==> src/rtl/seq_det_sched_if.sv <==
// Handshake bundle for seq_det_sched.
//  req_valid/req_data/req_ready : word sources, one lane per requester,
//                                 word i at req_data[i*WIDTH +: WIDTH]
//  res_valid/res_ready/res_cnt/res_id : result port (valid/ready)
// master = requesters + result consumer, slave = scheduler.
interface seq_det_sched_if #(
  parameter int N_REQ = 2,
  parameter int WIDTH = 10,
  parameter int CNT_W = 4,
  parameter int ID_W  = 1
);
  logic [N_REQ-1:0]       req_valid;
  logic [N_REQ*WIDTH-1:0] req_data;
  logic [N_REQ-1:0]       req_ready;
  logic                   res_valid;
  logic                   res_ready;
  logic [CNT_W-1:0]       res_cnt;
  logic [ID_W-1:0]        res_id;

  modport master (
    output req_valid, req_data, res_ready,
    input  req_ready, res_valid, res_cnt, res_id
  );

  modport slave (
    input  req_valid, req_data, res_ready,
    output req_ready, res_valid, res_cnt, res_id
  );
endinterface

==> src/rtl/seq_det_sched.sv <==
// Round-robin scheduler sharing one external serial "11001" detector among
// N_REQ word sources. A granted word is shifted into the detector MSB-first
// after a one-cycle detector clear; z pulses are counted and returned with
// the requester id.
// Ports:
//  clk       : rising-edge clock
//  reset     : asynchronous, active-low
//  bus       : requester / result handshakes (slave side)
//  det_x     : serial bit to detector
//  det_reset : detector sync reset, active-high
//  det_z     : detector match flag (registered inside the detector)
//  busy      : high whenever not IDLE
module seq_det_sched #(
  parameter int N_REQ = 2,
  parameter int WIDTH = 10,
  parameter int CNT_W = 4,
  parameter int ID_W  = 1
) (
  input  logic                 clk,
  input  logic                 reset,
  seq_det_sched_if.slave       bus,
  output logic                 det_x,
  output logic                 det_reset,
  input  logic                 det_z,
  output logic                 busy
);

  localparam int BW = (WIDTH > 1) ? $clog2(WIDTH) : 1;

  typedef enum logic [2:0] {IDLE, CLR, SHIFT, DRAIN, DONE} state_t;

  state_t           state;
  logic [ID_W-1:0]  rr;
  logic [ID_W-1:0]  rr_nxt;
  logic [ID_W-1:0]  cand;
  logic [ID_W-1:0]  gnt_idx;
  logic             gnt_found;
  logic [WIDTH-1:0] gnt_word;
  logic [WIDTH-1:0] shreg;
  logic [BW-1:0]    bit_cnt;
  logic [CNT_W-1:0] cnt;
  logic [CNT_W-1:0] cnt_nxt;
  logic [ID_W-1:0]  res_id_q;
  logic             res_valid_q;

  // First valid requester at or after the rr pointer, wrapping.
  always_comb begin
    cand      = '0;
    gnt_idx   = '0;
    gnt_found = 1'b0;
    for (int k = 0; k < N_REQ; k++) begin
      cand = ID_W'((int'(rr) + k) % N_REQ);
      if (!gnt_found && bus.req_valid[cand]) begin
        gnt_idx   = cand;
        gnt_found = 1'b1;
      end
    end
  end

  assign rr_nxt   = (gnt_idx == ID_W'(N_REQ - 1)) ? '0 : gnt_idx + ID_W'(1);
  assign gnt_word = bus.req_data[gnt_idx*WIDTH +: WIDTH];

  // z observed on an edge belongs to the bit presented one cycle earlier.
  assign cnt_nxt  = (det_z && cnt != '1) ? cnt + CNT_W'(1) : cnt;

  assign bus.req_ready = (state == IDLE && gnt_found) ? (N_REQ'(1) << gnt_idx) : '0;
  assign bus.res_valid = res_valid_q;
  assign bus.res_cnt   = cnt;
  assign bus.res_id    = res_id_q;
  assign busy          = (state != IDLE);

  always_ff @(posedge clk or negedge reset) begin
    if (!reset) begin
      state       <= IDLE;
      rr          <= '0;
      shreg       <= '0;
      bit_cnt     <= '0;
      cnt         <= '0;
      res_id_q    <= '0;
      res_valid_q <= 1'b0;
      det_x       <= 1'b0;
      det_reset   <= 1'b1;
    end else begin
      case (state)
        IDLE: begin
          det_reset <= 1'b1;
          det_x     <= 1'b0;
          if (gnt_found) begin
            shreg    <= gnt_word;
            res_id_q <= gnt_idx;
            cnt      <= '0;
            rr       <= rr_nxt;
            state    <= CLR;
          end
        end
        CLR: begin
          // det_reset is still high this cycle; line up bit 0 for SHIFT.
          det_reset <= 1'b0;
          det_x     <= shreg[WIDTH-1];
          shreg     <= shreg << 1;
          bit_cnt   <= '0;
          state     <= SHIFT;
        end
        SHIFT: begin
          cnt     <= cnt_nxt;
          bit_cnt <= bit_cnt + BW'(1);
          if (bit_cnt == BW'(WIDTH - 1)) begin
            det_x <= 1'b0;
            state <= DRAIN;
          end else begin
            det_x <= shreg[WIDTH-1];
            shreg <= shreg << 1;
          end
        end
        DRAIN: begin
          // picks up the z produced by the final bit
          cnt         <= cnt_nxt;
          res_valid_q <= 1'b1;
          det_reset   <= 1'b1;
          state       <= DONE;
        end
        DONE: begin
          if (bus.res_ready) begin
            res_valid_q <= 1'b0;
            state       <= IDLE;
          end
        end
        default: state <= IDLE;
      endcase
    end
  end

endmodule
==> src/flat_wrapper.sv <==
// flat-port wrapper written by rule: the top's interface ports become plain ports
module seq_det_sched_flat 
#(
  parameter int N_REQ = 2,
  parameter int WIDTH = 10,
  parameter int CNT_W = 4,
  parameter int ID_W  = 1
)
  (clk, reset, det_x, det_reset, det_z, busy, bus_req_valid, bus_req_data, bus_res_ready, bus_req_ready, bus_res_valid, bus_res_cnt, bus_res_id);
  seq_det_sched_if #(.N_REQ(N_REQ), .WIDTH(WIDTH), .CNT_W(CNT_W), .ID_W(ID_W)) bus_i ();
  input  logic clk;
  input  logic reset;
  output logic det_x;
  output logic det_reset;
  input  logic det_z;
  output logic busy;
  input wire logic [$bits(bus_i.req_valid)-1:0] bus_req_valid;
  input wire logic [$bits(bus_i.req_data)-1:0] bus_req_data;
  input wire logic [$bits(bus_i.res_ready)-1:0] bus_res_ready;
  output wire logic [$bits(bus_i.req_ready)-1:0] bus_req_ready;
  output wire logic [$bits(bus_i.res_valid)-1:0] bus_res_valid;
  output wire logic [$bits(bus_i.res_cnt)-1:0] bus_res_cnt;
  output wire logic [$bits(bus_i.res_id)-1:0] bus_res_id;
  assign bus_i.req_valid = bus_req_valid;
  assign bus_i.req_data = bus_req_data;
  assign bus_i.res_ready = bus_res_ready;
  assign bus_req_ready = bus_i.req_ready;
  assign bus_res_valid = bus_i.res_valid;
  assign bus_res_cnt = bus_i.res_cnt;
  assign bus_res_id = bus_i.res_id;
  seq_det_sched #(.N_REQ(N_REQ), .WIDTH(WIDTH), .CNT_W(CNT_W), .ID_W(ID_W)) u_core (.clk(clk), .reset(reset), .bus(bus_i), .det_x(det_x), .det_reset(det_reset), .det_z(det_z), .busy(busy));
endmodule
==> config.mk <==
export PLATFORM = sky130hd
export DESIGN_NAME = seq_det_sched_flat
export DESIGN_NICKNAME = d
export VERILOG_FILES = /design/src/rtl/seq_det_sched_if.sv /design/src/rtl/seq_det_sched.sv /design/src/flat_wrapper.sv
export SDC_FILE = /design/constraint.sdc
export NUM_CORES = 1
export LEC_CHECK = 0
export ABC_CLOCK_PERIOD_IN_PS = 1800
export CORE_UTILIZATION = 28
export CTS_CLUSTER_SIZE = 16
export DETAILED_ROUTE_END_ITERATION = 8
export PLACE_DENSITY_LB_ADDON = 0.12
export SYNTH_ARGS = -nofsm -noshare
export SYNTH_HDL_FRONTEND = slang
export SYNTH_SLANG_ARGS = --single-unit
==> constraint.sdc <==
create_clock -name clk -period 1.8 [get_ports clk]
set_input_delay 0.36 -clock clk [delete_from_list [all_inputs] [get_ports clk]]
set_output_delay 0.36 -clock clk [all_outputs]
set_load 0.05 [all_outputs]
[Yosys cells after proc, flatten, opt, wreduce, memory -nomap -nowiden]
Index checks and enable logic that the tools add are counted.
Cells by class
  multiplexer cells: 26
  multiply operators: 1
  shifts and indexed selects: 2
  reduce and logical (&&, ||, !) cells: 18
  eq/ne operators: 11
  add/sub/neg operators: 4
  magnitude comparators: 2
Operator list (count)
  case mux 10 bit (3 select lines): 1
  2-to-1 mux 10 bit: 2
  indexed part select 20 x 6 -> 10 bit: 1
  case mux 4 bit (2 select lines): 2
  case mux 3 bit (5 select lines): 1
  2-to-1 mux 1 bit: 11
  2-to-1 mux 3 bit: 3
  AND reduction 3 bit: 3
  adder 4 x 1 -> 4 bit, second input constant: 2
  2-to-1 mux 4 bit: 2
  nonzero test 2 bit: 4
  == test 3 x 2 -> 1 bit, second input constant: 2
  != test 2 x 1 -> 1 bit, second input constant: 3
  nonzero test 3 bit: 2
  == test 4 bit, second input constant: 1
  less-than comparator 1 x 2 -> 1 bit, second input constant: 2
  multiplier 1 x 3 -> 4 bit, second input constant: 1
  != test 2 bit, second input constant: 2
  != test 4 bit, second input constant: 1
  case mux 1 bit (2 select lines): 2
  AND reduction 2 bit: 2
  OR reduction 2 bit: 2
  == test 3 x 1 -> 1 bit, second input constant: 1
  == test 3 bit, second input constant: 1
  other kinds (7): 10
Word-level totals
  input port bits: 26
  bits in registers: 26
  logic and storage cells: 73
  output and inout port bits: 11

[Longest topological paths before layout]
  depth in word-level cells: 10
  depth in mapped cells: 8
  mapped depth without buffers: 6

[Worst setup path before layout]
No wires, ideal clock.
  kind: register -> output
  start point: reg u_core.state[0]
  end point: out bus_req_ready[0]
  path buffers: 1
  stages on the path, launching flop included: 5
  setup slack: -0.137 ns
  arrival time: 1.577 ns
  required time: 1.440 ns
  cells stage by stage: dfrtp_1 buf_6 nor3_2 o21ai_0 a21oi_1
Between the ends
  longest elaborated chain between the ends: 3
RTL lines
  from (decl): RTL line seq_det_sched.sv:32  | state_t state;
  from (signal assigned): RTL line seq_det_sched.sv:74  | state <= IDLE;
  from (signal assigned): RTL line seq_det_sched.sv:93  | state <= CLR;
  from (signal assigned): RTL line seq_det_sched.sv:102  | state <= SHIFT;
  logical NOT 3 bit: RTL line seq_det_sched.sv:66  | assign bus.req_ready = (state == IDLE && gnt_found) ? (N_REQ'(1) << gnt_idx) : '0;
  logical AND 1 bit: RTL line seq_det_sched.sv:66
  2-to-1 mux 2 bit: RTL line seq_det_sched.sv:66
  to (decl): RTL line flat_wrapper.sv:20  | output wire logic [$bits(bus_i.req_ready)-1:0] bus_req_ready;
No other way between the ends.

[Final worst setup path]
  start point: reg u_core.state[1]
  end point: out bus_req_ready[0]
Same word-level chain as after synthesis.

==> results.sh <==
export IMPL_grt_pass1_vias=1270
export IMPL_synth_edf_count=0
export IMPL_syn_num_nets=192
export IMPL_async_reset_ff_share_pct=100.0
export IMPL_hold_viol_final=0
export IMPL_grt_util_all_layers_pct=13.41
export IMPL_worstReg2RegStart="u_core.state[1]"
export IMPL_ys_seq_area_share_pct=43.89
export IMPL_io_pins=37
export IMPL_synth_area_top_cells="dfrtp_1 42%, nor2_1 5.6%, o31ai_1 5.1%"
export IMPL_maxSlewViolCount=0
export IMPL_crit_fanout=4
export IMPL_grt_max_degree=27
export IMPL_routed_wl_um=3536
export IMPL_antenna_found_initial=0
export IMPL_die_h_um=74.83
export IMPL_worst_skew_pair_late_latency_ns=0.27
export IMPL_dieArea_um2=5600
export IMPL_switching_share_pct=46.36
export IMPL_critical_path_max_stage_delay_ns=0.43
export IMPL_netlist_instances=163
export IMPL_synth_top_area_share_pct=42.12
export IMPL_run_status="complete, no violations"
export IMPL_area_delta_synth_final_pct=36.31
export IMPL_timing_rr_end="u_core.shreg[9]"
export IMPL_slew_headroom_pct=76.43
export IMPL_drive_gt1_share_pct=18.32
export IMPL_nets=232
export IMPL_ctsHoldBuffers=0
export IMPL_path_cells="nor3_4, o21ai_2, a21oi_2, buf_12"
export IMPL_rsz0062_at_grt="true"
export IMPL_antenna_left=0
export IMPL_cts_tree="built"
export IMPL_start_util_pct=29.08
export IMPL_p_comb_share_pct=60.3
export IMPL_clkSlewWorstSetupHoldPaths_ns=0.10
export IMPL_final_util_pct=39.64
export IMPL_syn_area_per_cell_um2=9.111
export IMPL_worst_setup_path_start_kind="flop"
export IMPL_leakagePower_nw=0.9022
export IMPL_clkPwrFrac_pct=10.4
export IMPL_wl_per_cell_um=13.00
export IMPL_core_area_um2=5107
export IMPL_dp_hpwl_um=2672
export IMPL_critical_path_class="reg2out"
export IMPL_postLayoutSetupSlackWorst_ns=0.05164
export IMPL_fin_crit_sh_pct=97.13
export IMPL_n_fill_cell=533
export IMPL_cap_violations=0
export IMPL_max_vdd_ir_drop_uv=721.2
export IMPL_yosysTopAreaCell="dfrtp_1"
export IMPL_finClkSkew_ns=0.005773
export IMPL_pwr_share_seq_pct=29.3
export IMPL_yosysMostFrequentCell="dfrtp_1"
export IMPL_timing_fmax_mhz=572.0
export IMPL_tightest_slew_ns=0.3527
export IMPL_htreeDepth=1
export IMPL_r2r_worst_path_cells=6
export IMPL_gp_congestion=0.7904
export IMPL_rows=26
export IMPL_worstPathArrival_ns=1.39
export IMPL_first_iter_violations=80
export IMPL_via_per_inst=4.798
export IMPL_power_density_nw_per_um2=1830
export IMPL_synth_common_cells="25 x dfrtp_1, 22 x nor2_1, 15 x nand2_1"
export IMPL_cts_buffers=3
export IMPL_p_int_mw=1.987
export IMPL_place_ws_ns=-0.1001
export IMPL_synth_top_flop_cell="dfrtp_1"
export IMPL_layout_min_cycle_time_ns=1.748
export IMPL_die_w_um=74.83
export IMPL_crit_path_end_kind="primary output"
export IMPL_port_buffers=36
export IMPL_hp_class="in2async"
export IMPL_root_buffer="clkbuf_8"
export IMPL_slowest_stage="dfrtp_1"
export IMPL_ys_types=41
export IMPL_synth_seq_cells=26
export IMPL_clock_path_buffers=2
export IMPL_yosysWarnings=0
export IMPL_drc_errors=0
export IMPL_rrSetupSlack_ns=0.22
export IMPL_cp_required_ns=1.44
export IMPL_p_sw_mw=1.717
export IMPL_grt_pass1_wl_um=5740
export IMPL_finalSetupTns_ns=0
export IMPL_overflow=0
export IMPL_num_vias=1305
export IMPL_diodes=0
export IMPL_first_pass_iters=4
export IMPL_syn_area_um2=1485
export IMPL_clkSinkCount=26
export IMPL_setup_violations=0
==> registers in the layout, indices dropped and copies added (netlist names) <==
register,cells
u_core.shreg,10
u_core.bit_cnt,4
u_core.bus.res_cnt,4
u_core.state,3
u_core.bus.res_id,1
u_core.bus.res_valid,1
u_core.det_reset,1
u_core.det_x,1
u_core.rr,1
==> power by group through the flow <==
| stage | clock network, mW | logic (mW) | registers (mW) |
|---|---|---|---|
| 5_1_grt | 0.416 | 2.43 | 1.13 |
| 2_1_floorplan | 0 | 1.49 | 1.24 |
| 4_1_cts | 0.401 | 2.24 | 1.09 |
| 3_5_place_dp | 0 | 2.22 | 1.08 |
| 3_3_place_gp | 0 | 2.19 | 1.08 |
| 6_report | 0.385 | 2.23 | 1.08 |
==> per-layer routing <==
metal	track usage [%]	vias to the layer above	share of wire, %
met1	16.47	608	46
li1	-	663	-
met3	2.276	4	3.7
met5	0	-	0
met4	5.031	0	0.85
met2	23.52	30	49
==> logic make-up (layout without fill, tap and decap cells) <==
kind of cell,Yosys count,count (layout),share of synthesized area (%)
compound gates,44,44,20.05
xor+xnor,3,3,1.769
fa+ha+maj,3,3,2.528
buf+inv,18,57,7.328
flops,26,26,43.89
mux,2,2,1.432
simple gates,67,67,23.00
==> worst max-delay path by stage <==
stage	start	to	cells past startpoint
global route	u_core.state[1]	bus_req_ready[0]	4
finish	u_core.state[1]	bus_req_ready[0]	4
global placement	bus_req_valid[0]	u_core.shreg[8]	5
floorplan	u_core.state[0]	bus_req_ready[0]	4
detailed placement	bus_req_valid[0]	u_core.shreg[3]	5
CTS	u_core.state[2]	bus_req_ready[0]	4
==> layout by cell type, fill, tap and decap left out, types with 2 or more instances in the layout <==
master,netlist,final
inv_1,5,4
nor2_1,22,22
a21oi_1,8,7
buf_4,2,17
buf_12,0,4
nand2_1,15,15
xor2_1,3,3
a211oi_1,9,9
dfrtp_1,25,24
dlymetal6s2s_1,0,2
ha_1,3,3
nand3_1,4,4
clkdlybuf4s50_1,0,23
o31ai_1,10,10
o21ai_0,8,7
nor3_1,2,2
and3_1,11,11
inv_2,1,2
nand2b_1,2,2
clkbuf_8,0,4
a32o_1,2,2
nand4_1,2,2
==> final cells by class <==
cell class	count	area [um2]	area share (%)
Clock buffer	4	55.05	2.719
Timing Repair Buffer	46	462.9	22.87
Tap cell	70	87.58	4.326
Sequential cell	26	653.1	32.26
Inverter	7	27.53	1.360
Multi-Input combinational cell	119	738.2	36.46
==> worst max-delay path, delay by kind of cell (launching register included) <==
family | cells | cell delay [ns]
DFF | 1 | 0.43
and+or+nand+nor | 1 | 0.27
buffers and inverters | 1 | 0.15
AOI/OAI and AO/OA | 2 | 0.26
==> stage by stage <==
step                      power (mW)  cell area (um2)  instances  hold WS (ns)
after floorplan                2.732             1489        163       0.06441
after global placement         3.262             1946        267        0.4645
after detailed placement       3.302             1946        267        0.4684
after CTS                      3.722             2014        272        0.4725
after global routing           3.970             2024        272        0.4860
final                          3.704             2024        272        0.4603
==> repair_timing <==
action / CTS / global route
endpoints found under the setup margin: 2 / 3
pin swaps: 1 / 1
gates resized for setup: 2 / 5
setup buffers: 1 / 0
cloned: 0 / 0
Power figures use the tool's default switching activity.
==> variant 1 (config.mk and constraints unchanged) <==
The 5 states of `state_t` get a one-hot encoding in 5 bits.
--- a/src/rtl/seq_det_sched.sv
+++ b/src/rtl/seq_det_sched.sv
@@ -28,5 +28,5 @@
   localparam int BW = (WIDTH > 1) ? $clog2(WIDTH) : 1;
 
-  typedef enum logic [2:0] {IDLE, CLR, SHIFT, DRAIN, DONE} state_t;
+  typedef enum logic [4:0] {IDLE = 5'b00001, CLR = 5'b00010, SHIFT = 5'b00100, DRAIN = 5'b01000, DONE = 5'b10000} state_t;
 
   state_t           state;
Check against the original RTL: same outputs for any inputs over 10 cycles, from zero or initial values and one cycle with reset low; not proved beyond that.
==> variant 1 against the unedited design <==
  * Power decreased by 0.45%
  * Critical path type unchanged
  * Critical path depth increased by 2
  * Sequential cell count increased by 2
  * Routed wire length increased by 15%
  * Worst setup slack got worse by 0.14 ns
  * Design area increased by 14%
  * Global-route usage increased by 1.2 points
  * Maximum frequency decreased by 7.6%
  * Sequential share of layout area decreased by 1.9 points
  * Largest cell class unchanged
  * Sequential power decreased by 6%
  * The flow now finishes with violations (negative setup slack)
  * Area after synthesis increased by 7.8%
==> variant 1: results (changes against the unedited design) <==
stage	metric	value	unit	change
sta	worstMarginPinSlew	0.395	ns	+0.0418 ns
placed_design	place_inst	282		+5.6%
layout	instances_no_fill	292		+7.4%
placed_design	post-place-ws	-0.133	ns	-0.0328 ns
setup_path	r2r-start	u_core.state[1]$_DFFE_PN0P_		
power_and_ir_drop	p_leak	0.00106	uW	+18%
sta	report.final.setup_viol	3		+3
outcome	violations	negative setup slack		
global_routing	grt_max_degree	29		+7.4%
placed_design	dp_hpwl	3030	um	+14%
yosys	yosysUniqueCellTypes	38		-7.3%
yosys	synth_nets	194		+1.0%
yosys	yosysSeqAreaShare	0.439		+0.000484
sta	skew	0.00623	ns	+0.000459 ns
setup_path	r2r_end	u_core.shreg[8]$_DFFE_PN0P_		
yosys	synth_area_leaders	dfrtp_1 41%, o32ai_2 9.1%, o21ai_0 5.0%		
setup_path	path_delay_family	simple AND/OR/NAND/NOR gates		
global_routing	grt_pass1_wl	7010	um	+22%
route	wirelength	4050	um	+15%
placed_design	routabilityCongestion	0.738		-6.6%
power_and_ir_drop	ir_worst_vdd	0.615	mV	-15%
yosys	postSynthAreaPerCell	9.70	um^2	+6.4%
setup_path	arrival	1.53	ns	+0.14 ns
layout	fin_nets	251		+8.2%
setup_path	cp_max_fo	3		-1
sta	whs	0.458	ns	-0.00270 ns
clocking	clock-root-buffer	clkbuf_8		
yosys	ys_warn_count	0		unchanged
global_routing	antenna_found_initial	0		unchanged
route	via_per_inst	4.99		+4.1%
sta	setup_tns	-0.177	ns	-0.177 ns
yosys	synth_common_cells	26 x dfrtp_1, 16 x inv_1, 16 x o21ai_0		
placed_design	dpl-instance-area	2200	um^2	+13%
layout	top_regs	u_core.shreg x10, u_core.state x5		
global_routing	grt_pass1_vias	1548		+22%
global_routing	grtUsageTotal	0.146		+0.0119
setup_path	critPathCapture	bus_req_ready[1]		
setup_path	rrSetupSlack	0.05	ns	-0.17 ns
clocking	postCtsSetupRepairBufs	6		+5
setup_path	critPathLaunch	u_core.state[4]$_DFFE_PN0P_		
route	drt_iter0_drc	40		-50%
setup_path	slowest_stage	dfrtp_1		
layout	drive_above_1_share	0.286		+0.103
route	antenna_left	0		unchanged
setup_path	slowest_delay	0.41	ns	-0.02 ns
sta	worst_slack	-0.0931	ns	-0.145 ns
clocking	cts_resized	8		+6
outcome	status	complete, but fails checks		
[variant 1: layer usage]
layer  share of wire  GRT usage
met1            0.47      0.188
met2            0.49      0.250
met3           0.033     0.0200
met4          0.0086     0.0472
met5               0          0
[variant 1: logic make-up after synthesis]
kind of cell / after synthesis / synth area share
simple gates: 52 / 0.182
compound gates: 49 / 0.254
buf+inv: 28 / 0.0719
flops: 28 / 0.439
xor+xnor: 3 / 0.0164
fa+ha+maj: 3 / 0.0235
mux: 2 / 0.0125
[variant 1: cell type report]
cell class | count | area (um^2)
multi-input combinational | 109 | 826
fill | 543 | 3190
tap | 72 | 90.1
inverter | 16 | 63.8
sequential | 28 | 703
timing repair buffer | 64 | 589
clock buffer | 3 | 41.3
[variant 1: power breakdown]
group / switching (uW) / internal [uW] / total [uW]
Clock: 195 / 150 / 345
Combinational: 1230 / 1090 / 2320
Sequential: 155 / 867 / 1020
Total: 1580 / 2110 / 3690
==> variant 2 (config.mk and constraints unchanged) <==
Without the edit above. `CNT_W` is set to 4 in 3 places; all go to 3.
--- a/src/rtl/seq_det_sched_if.sv
+++ b/src/rtl/seq_det_sched_if.sv
@@ -7,5 +7,5 @@
   parameter int N_REQ = 2,
   parameter int WIDTH = 10,
-  parameter int CNT_W = 4,
+  parameter int CNT_W = 3,
   parameter int ID_W  = 1
 );
--- a/src/rtl/seq_det_sched.sv
+++ b/src/rtl/seq_det_sched.sv
@@ -14,5 +14,5 @@
   parameter int N_REQ = 2,
   parameter int WIDTH = 10,
-  parameter int CNT_W = 4,
+  parameter int CNT_W = 3,
   parameter int ID_W  = 1
 ) (
--- a/src/flat_wrapper.sv
+++ b/src/flat_wrapper.sv
@@ -4,5 +4,5 @@
   parameter int N_REQ = 2,
   parameter int WIDTH = 10,
-  parameter int CNT_W = 4,
+  parameter int CNT_W = 3,
   parameter int ID_W  = 1
 )
Ports: changed (resized bus_res_cnt); port bits go from 37 to 36. No check against the original RTL was run, so the function may have changed too.
==> variant 2 against the unedited design <==
  * Power is 1.4% lower
  * Count of clock-buffer cells in the layout unchanged
  * Design area down 0.62%
  * Final cell count is 1.8% lower
  * Routed wire length is 1.4% lower
  * Via count decreased by 0.46%
  * Clock skew fell by 0.0041 ns
  * Sequential cell count shrank 1
  * Area after synthesis down 5.9%
  * Worst setup slack got worse by 0.0060 ns
  * Combinational power up 3%
  * Largest cell class unchanged
  * Largest power group unchanged
  * Highest routed layer unchanged
==> variant 2: results (changes against the unedited design) <==
stage	metric	value	unit	change
min_path	holdCritPathClass	primary input to asynchronous set/reset pin		
sta	relSlewSlack	0.735		-0.0296
power_and_ir_drop	ir_worst_vdd	1.17	mV	+62%
setup_path	critPathCapture	bus_req_ready[0]		
placed_design	routabilityCongestion	0.788		-0.32%
layout	top_regs	u_core.shreg x10, u_core.bit_cnt x4		
yosys	synthArstFlopShare	1.00		unchanged
placed_design	dpl-instance-area	1950	um^2	+0.19%
setup_path	r2r_end	u_core.shreg[5]$_DFFE_PN0P_		
setup_path	r2r-start	u_core.bit_cnt[1]$_DFFE_PN0P_		
setup_path	arrival	1.39	ns	about the same
setup_path	rrSetupSlack	0.20	ns	-0.02 ns
layout	diodes	0		unchanged
setup_path	critPathLaunch	u_core.state[2]$_DFFE_PN0P_		
yosys	synth_nets	185		-3.6%
route	dr.pass1.iters	4		unchanged
route	drt-wirelength-per-cell	13.1	um	+0.49%
power_and_ir_drop	pwr-share-clk	0.094		-0.010
placed_design	place_inst	262		-1.9%
sta	clock.fmax	570	MHz	-0.34%
global_routing	grt_max_degree	26		-3.7%
placed_design	dp_hpwl	2590	um	-2.9%
clocking	cts_resized	3		+1
sta	whs	0.444	ns	-0.0167 ns
sta	skew	0.00162	ns	-0.00415 ns
global_routing	grt_pass1_wl	5750	um	+0.12%
global_routing	antenna_found_initial	0		unchanged
route	drt_iter0_drc	32		-60%
clocking	cts_max_path_buffers	2		unchanged
global_routing	grtUsageTotal	0.144		+0.00997
placed_design	io_buffers	35		-2.8%
setup_path	cp_max_fo	3		-1
outcome	status	completed		
route	via_per_inst	4.87		+1.4%
yosys	yosysSeqAreaShare	0.449		+0.00960
clocking	clock_latency	0.27	ns	about the same
power_and_ir_drop	p_leak	0.000889	uW	-1.5%
yosys	syn_inst	155		-4.9%
yosys	synth_common_cells	24 x dfrtp_1, 15 x nor2_1, 14 x nand2_1		
layout	fillers	498		-6.6%
layout	instances_no_fill	267		-1.8%
power_and_ir_drop	comb_power_share	0.629		+0.026
placed_design	post-place-ws	-0.117	ns	-0.0169 ns
clocking	numCtsBuffers	3		unchanged
yosys	synth_area_leaders	dfrtp_1 43%, o31ai_1 5.4%, a211oi_1 4.8%		
layout	drive_above_1_share	0.190		+0.00683
power_and_ir_drop	intPower	1960	uW	-1.3%
power_and_ir_drop	p_total	3650	uW	-1.4%
global_routing	grt_pass1_vias	1304		+2.7%
yosys	yosysUniqueCellTypes	32		-22%
layout	fin_nets	231		-0.43%
layout	largest_reg_flops	10		unchanged
-- variant 2: area by class of cell --
cell class	count	area, um^2	area share
well taps	67	83.8	0.0417
inverters	9	33.8	0.0168
flip-flops and latches	25	627	0.312
clock buffers	4	45.0	0.0224
multi-input cells	111	717	0.356
repair buffers	51	505	0.251
-- variant 2: kinds of logic (layout without fill, tap and decap cells) --
family          count (synthesis)  in the layout  synth area share
flops                          25             25             0.449
mux                             1              1           0.00716
compound gates                 49             49             0.241
xor+xnor                        1              1           0.00627
buf+inv                        19             64            0.0636
simple gates                   56             56             0.198
fa+ha+maj                       4              4            0.0358
-- variant 2: routing by layer --
| layer | wire length (um) | global-route usage |
|---|---|---|
| met1 | 1620 | 0.170 |
| met2 | 1620 | 0.241 |
| met3 | 150 | 0.0345 |
| met4 | 97 | 0.0784 |
| met5 | 0 | 0 |
-- variant 2: critical path, stage by stage (launching register included) --
cell,delay (ns)
dfrtp_1,0.41
nor3_2,0.17
buf_4,0.15
o21ai_4,0.08
a21oi_4,0.16
buf_12,0.15
